File: config.mk
export PLATFORM = sky130hd
export DESIGN_NAME = dffrsnq_ctrl_seq
export DESIGN_NICKNAME = d
export VERILOG_FILES = /design/src/rtl/dffrsnq_ctrl_seq.sv
export SDC_FILE = /design/constraint.sdc
export NUM_CORES = 1
export LEC_CHECK = 0
export BUFFER_PORTS_ARGS = -buffer_cell sky130_fd_sc_hd__buf_4
export CORE_MARGIN = 2
export CORE_UTILIZATION = 23
export DETAILED_ROUTE_END_ITERATION = 16
export PLACE_DENSITY_LB_ADDON = 0.1
export SETUP_SLACK_MARGIN = 0.05
export SKIP_CTS_REPAIR_TIMING = 1
export SLEW_MARGIN = 20
export SYNTH_ARGS = -nofsm -noshare
export SYNTH_HDL_FRONTEND = slang
export SYNTH_SLANG_ARGS = --single-unit
File: constraint.sdc
create_clock -name CLK -period 2 [get_ports CLK]
set_input_delay 0.1 -clock CLK [delete_from_list [all_inputs] [get_ports CLK]]
set_output_delay 0.1 -clock CLK [all_outputs]
set_load 0.05 [all_outputs]
File: src/rtl/dffrsnq_ctrl_seq.sv
// dffrsnq_ctrl_seq: sequences the async RN/SETN controls and capture gate of a dffrsnq bank
module dffrsnq_ctrl_seq #(
  parameter int CW        = 4,
  parameter int PULSE_CYC = 2,
  parameter int SEP_CYC   = 1,
  parameter int REC_CYC   = 2
) (
  input  logic       CLK,
  input  logic       RST,
  input  logic       REQ,
  input  logic [1:0] OP,
  output logic       BUSY,
  output logic       ACK,
  output logic       ERR,
  output logic       RN,
  output logic       SETN,
  output logic       CAP_EN
);
  typedef enum logic [2:0] {INIT, IDLE, QUIESCE, ASSERT, SEP, RECOVER, DONE} state_t;
  localparam logic [CW-1:0] PULSE_M1 = CW'(PULSE_CYC - 1);
  localparam logic [CW-1:0] SEP_M1   = CW'(SEP_CYC - 1);
  localparam logic [CW-1:0] REC_M1   = CW'(REC_CYC - 1);
  state_t        state;
  logic [CW-1:0] cnt;
  logic [1:0]    op;
  logic          from_req;
  always_ff @(posedge CLK) begin
    if (RST) begin
      state    <= INIT;
      cnt      <= '0;
      op       <= '0;
      from_req <= 1'b0;
      RN       <= 1'b0;
      SETN     <= 1'b1;
      CAP_EN   <= 1'b0;
      BUSY     <= 1'b1;
      ACK      <= 1'b0;
      ERR      <= 1'b0;
    end else begin
      ACK <= 1'b0;
      ERR <= 1'b0;
      case (state)
        INIT:
          if (cnt == PULSE_M1) begin
            RN    <= 1'b1;
            state <= RECOVER;
            cnt   <= REC_M1;
          end else cnt <= cnt + 1'b1;
        // DONE accepts a held REQ so back-to-back sequences get exactly one open cycle
        IDLE, DONE: begin
          state <= IDLE;
          if (REQ && OP != 2'b00) begin
            op       <= OP;
            from_req <= 1'b1;
            state    <= QUIESCE;
            CAP_EN   <= 1'b0;
            BUSY     <= 1'b1;
          end else ERR <= REQ;
        end
        QUIESCE: begin
          RN    <= ~op[0];
          SETN  <= ~op[1];
          state <= ASSERT;
          cnt   <= PULSE_M1;
        end
        ASSERT:
          if (cnt == '0) begin
            RN <= 1'b1;
            if (op == 2'b11) begin
              state <= SEP;
              cnt   <= SEP_M1;
            end else begin
              SETN  <= 1'b1;
              state <= RECOVER;
              cnt   <= REC_M1;
            end
          end else cnt <= cnt - 1'b1;
        SEP:
          if (cnt == '0) begin
            SETN  <= 1'b1;
            state <= RECOVER;
            cnt   <= REC_M1;
          end else cnt <= cnt - 1'b1;
        RECOVER:
          if (cnt == '0) begin
            CAP_EN <= 1'b1;
            BUSY   <= 1'b0;
            ACK    <= from_req;
            state  <= from_req ? DONE : IDLE;
          end else cnt <= cnt - 1'b1;
        default: state <= INIT;
      endcase
    end
  end
endmodule

After elaboration in Yosys (flattened, before gate mapping)
Index checks and enable logic that the tools add are counted.
Storage, ports and cells
  flip-flop bits (word level): 16
  word-level logic and storage cells: 74
  input bits: 5
  output and inout bits: 6
Operators by class
  bitwise logic cells: 5
  reduce and logical (&&, ||, !) cells: 17
  add/subtract/negate cells: 2
  multiplexer cells: 25
  equal/unequal tests: 15
Operators with widths (count)
  $pmux W4 S5: 1
  $pmux W3 S6: 1
  $mux W4: 4
  $mux W3: 5
  $ne A2 B2 Y1 const B: 7
  $eq A3 B3 Y1 const B: 3
  $mux W1: 9
  $reduce_and A4 Y1: 2
  $eq A3 B2 Y1 const B: 2
  $pmux W1 S3: 2
  $reduce_and A3 Y1: 2
  $reduce_bool A3 Y1: 2
  $reduce_or A3 Y1: 2
  $not A1 Y1: 5
  $reduce_bool A5 Y1: 1
  $add A4 B1 Y4 const B: 1
  $eq A4 B1 Y1 const B: 1
  $logic_not A4 Y1: 1
  $pmux W1 S2: 2
  $reduce_and A2 Y1: 2
  $reduce_bool A2 Y1: 2
  $sub A4 B1 Y4 const B: 1
  $eq A3 B1 Y1 const B: 1
  $logic_not A3 Y1: 1
  other kinds (4): 4

Depth between registers and ports, before layout
  word-level depth: 4
  gate-level depth with buffers: 10
  depth with buffers taken out: 7

Least setup slack after synthesis
No wires, ideal clock.
  kind: reg2reg
  start: register state[2]
  end: register cnt[3]
  arrival: 1890 ps
  path buffers: 3
  clock period less this slack: 2005 ps
  slack: -5 ps
  required time: 1884 ps
  library setup time: 116 ps
  stages on the path, launching flop included: 10
  cell sequence: dfxtp_1 -> clkbuf_1 -> buf_2 -> inv_1 -> ha_1 -> clkbuf_1 -> nor3_1 -> a21oi_1 -> a21oi_1 -> a31o_1
Between the ends
  word-level cells in the longest chain between the ends: 3
  elaborated cells on any way between the ends: 9
  those cells by class: eq/ne (5); mux (1); reduce/logical (3)
Ends and longest elaborated chain
  start, declared: line 23  | state_t state;
  start signal, assigned: line 89  | state <= from_req ? DONE : IDLE;
  $eq A3 B3 Y1, or another cell as far along: line 42  | case (state)
  $reduce_bool A5 Y1 (no source line) or $ne A2 B2 Y1 (tied branches)
  $reduce_and A2 Y1 (no source line)
  end signal, assigned: line 48  | end else cnt <= cnt + 1'b1;
  end signal, assigned: line 77  | end else cnt <= cnt - 1'b1;
  end signal, assigned: line 83  | end else cnt <= cnt - 1'b1;
  end, declared: line 24  | logic [CW-1:0] cnt;
Several ways; a longest one is shown, not always the timed one.
A chain may end at the register's enable or synchronous reset.

Worst setup path after layout
  start: register cnt[0]
  end: register cnt[1]
Between the ends
  word-level cells in the longest chain between the ends: 3
  elaborated cells on any way between the ends: 11
  those cells by class: add/sub (2); eq/ne (2); mux (5); reduce/logical (2)
Ends and longest elaborated chain
  $sub A4 B1 Y4, or another cell as far along: line 77, 83, 90
  $mux W4, or another cell as far along: line 85  | if (cnt == '0) begin
  $pmux W4 S5 or $reduce_and A2 Y1 (tied branches)
Several ways; a longest one is shown, not always the timed one. The select of a mux whose other input is x is not followed.

==> impl_metrics.json <==
{
  "synth-edff-count": 0,
  "initial_cell_density_of_the_core_pct": 23.8,
  "synth-compound-area-share_pct": 29.7,
  "synth.cell_area_um2": 1120,
  "adder_cell_area_share_of_the_yosys_netlist_pct": 5.61,
  "vias_per_cell": 5.13,
  "crit_path_end": "cnt[1]",
  "placeableCoreArea_um2": 4690,
  "die_area_um2": 5430,
  "tritoncts.num_buffers": 3,
  "largest_net_degree_at_the_start_of_global_routing": 21,
  "hp-class": "input port to flop",
  "drive_gt1_share_pct": 18.9,
  "boundaryPins": 11,
  "numPlacedInstances": 211,
  "ys_ff_latch": 16,
  "floorplan.rows": 25,
  "drc_errors": 0,
  "ys.warnings.count": 0,
  "crit_slowest_cell": "sky130_fd_sc_hd__dfxtp_1",
  "cts_tree": "built",
  "dp.final_hpwl_um": 2350,
  "terminus_of_the_critical_flop_to_flop_path": "cnt[1]",
  "netlist.area_leader.share_pct": 28.7,
  "status": "complete, no violations",
  "reg2regPathDepth": 7,
  "yosys.area_share.xor_xnor_pct": 0,
  "finalSetupViolations": 0,
  "final.period_utilization_pct": 90.4,
  "instances_no_fill": 218,
  "worst-endpoint-required_ns": 2.18,
  "crit_type": "flop to flop",
  "synthDominantAreaCellType": "sky130_fd_sc_hd__dfxtp_1",
  "gp_routability_congestion": 0.850,
  "ordered_list_of_cells_on_the_worst_path": "inv_1 -> ha_1 -> nor3b_4 -> buf_4 -> nor3_1 -> o21ai_0 -> a311oi_1",
  "postLayoutCellArea_um2": 1360,
  "postPlaceCellArea_um2": 1280,
  "total_power_w": 0.00215,
  "worstPathMaxFanout": 7,
  "synthesis.area_per_instance_um2": 7.54,
  "final-hold-violation-count": 0,
  "place.port_buffers": 10,
  "drt-initial-drc-count": 57,
  "post_synth_mux_area_share_pct": 1.79,
  "postRouteWirelength_um": 3120,
  "synth_area_leaders": "sky130_fd_sc_hd__dfxtp_1, sky130_fd_sc_hd__nor2_1, sky130_fd_sc_hd__ha_1",
  "antenna_violating_nets_post_route": 0,
  "synth_nets": 158,
  "critPathLaunchType": "flop",
  "ir_worst_vdd_mv": 0.571,
  "max_freq_ghz": 0.553,
  "critical_path.reg2reg.startpoint": "cnt[0]",
  "element_type_at_the_critical_path_end": "flop",
  "synth_cell_types": 42,
  "leakagePower_nw": 0.556,
  "cts.root.buffer_cell": "sky130_fd_sc_hd__clkbuf_8",
  "worst_pin_slew_ns": 0.431,
  "final_nets": 175,
  "slew_headroom_pct": 71.3,
  "avgRoutedWirePerCell_um": 14.3,
  "insertedDiodeCount": 0,
  "power_per_cell_area_nw_per_um2": 1590,
  "areaGrowthSynthToFinish_pct": 21.7,
  "cts.path.max_buffers": 2,
  "seq_area_frac_synth_pct": 28.7,
  "synthesis.instances": 148,
  "fin_setup_tns_ns": 0,
  "rrSetupSlack_ns": 0.19,
  "number_of_global_route_vias_before_repair": 1008,
  "firstDrtPassIters": 4,
  "dieWidth_um": 73.7,
  "fin_worst_skew_ns": 0.00585,
  "critPathMaxStageDelay_ns": 0.33,
  "initial_antenna_violation_count": 0,
  "worst_setup_path_startpoint": "cnt[0]",
  "globalRouteTotalUtil_pct": 12.6,
  "drv_slew": 0,
  "rsz_0062_raised_after_global_routing": "no",
  "detailroute.via_count": 1118,
  "synth_top_family_by_area": "compound AO/OA/AOI/OAI gates",
  "maxCapViolations": 0,
  "grt_pass1_wl_um": 5150,
  "clock_insertion_delay_worst_skew_ns": 0.26,
  "synth_simple_gate_area_share_pct": 27.8,
  "synth_flop_cell": "sky130_fd_sc_hd__dfxtp_1",
  "htree_num_levels": 1,
  "ys_async_sr_fraction_pct": 0,
  "worst_ep_arrival_time_ns": 1.98,
  "globalRoute.totalOverflow": 0,
  "clkSinkCount": 16,
  "clk_pin_slew_ns": 0.07,
  "fin_crit_ns": 1.81,
  "chipHeight_um": 73.7
}
synth_stat cells, drive strengths merged, types with 3 or more instances:
master,instances
a211oi,3
nor2,21
a21oi,12
nand3,3
nor3,4
a221oi,3
o22ai,5
ha,5
nor3b,3
buf,5
nand2b,3
nor2b,5
inv,5
dfxtp,16
nand2,15
clkbuf,6
o21ai,8
worst min path at each step:
stage	startpoint	end	slack (ns)	cells after the start
detailed placement	OP[0]	op[0]	0.37	3
finish	OP[0]	op[0]	0.1	3
floorplan	RST	cnt[0]	0.17	1
CTS	OP[0]	op[0]	0.09	3
global placement	REQ	ERR	0.36	2
global route	REQ	ERR	0.11	2
cell usage in the layout, fill, tap and decap left out, types with 3 or more instances in the layout:
master	n
sky130_fd_sc_hd__a21oi_1	12
sky130_fd_sc_hd__dfxtp_1	16
sky130_fd_sc_hd__buf_4	23
sky130_fd_sc_hd__nor3_1	4
sky130_fd_sc_hd__a221oi_1	3
sky130_fd_sc_hd__o22ai_1	5
sky130_fd_sc_hd__inv_1	5
sky130_fd_sc_hd__clkbuf_8	4
sky130_fd_sc_hd__nand2_1	15
sky130_fd_sc_hd__nand3_1	3
sky130_fd_sc_hd__nor2_1	20
sky130_fd_sc_hd__a211oi_1	3
sky130_fd_sc_hd__nor2b_1	5
sky130_fd_sc_hd__o21ai_0	8
sky130_fd_sc_hd__nand2b_1	3
sky130_fd_sc_hd__ha_1	5
metrics by stage:
step,utilization [%],hold WS [ns],worst slack (ns)
after global routing,29.0,0.107,0.0549
after floorplan,-,0.172,0.0667
final,29.0,0.0991,0.192
after global placement,27.3,0.364,0.217
after CTS,28.5,0.0945,0.161
after detailed placement,27.3,0.365,0.180
sequential cells by signal, summed over array words and instances (netlist names):
name	flops
SETN	1
op	2
cnt	4
ACK	1
CAP_EN	1
from_req	1
RN	1
state	3
BUSY	1
ERR	1
worst max-delay path: cells and delay by family (launching register included):
| family | cells | cell delay, ns |
|---|---|---|
| AOI/OAI and AO/OA | 2 | 0.46 |
| adders and majority gates | 1 | 0.22 |
| buffers and inverters | 2 | 0.22 |
| DFF | 1 | 0.33 |
| and+or+nand+nor | 2 | 0.48 |
metal layers:
layer | track usage (%) | vias up | part of all wire (%)
met4 | 7.07 | 0 | 3.3
li1 | - | 574 | -
met3 | 1.65 | 9 | 1.6
met1 | 17.7 | 521 | 51
met5 | 0 | - | 0
met2 | 18.4 | 14 | 44
final cells by class:
cell class	instances	area [um2]
Timing Repair Buffer	23	173
Multi-Input combinational cell	116	724
Tap cell	54	67.6
Clock buffer	4	55.1
Fill cell	525	3330
Inverter	5	18.8
Sequential cell	16	320
cell families after synthesis:
group	Yosys count
compound gates	48
simple gates	61
buf+inv	16
flops	16
fa+ha+maj	5
mux	2
power breakdown:
part	switching (W)	internal (W)
combinational	0.000771	0.000601
sequential	0.0000849	0.000396
clock	0.000127	0.000175
(Power assumes the default switching activity.)
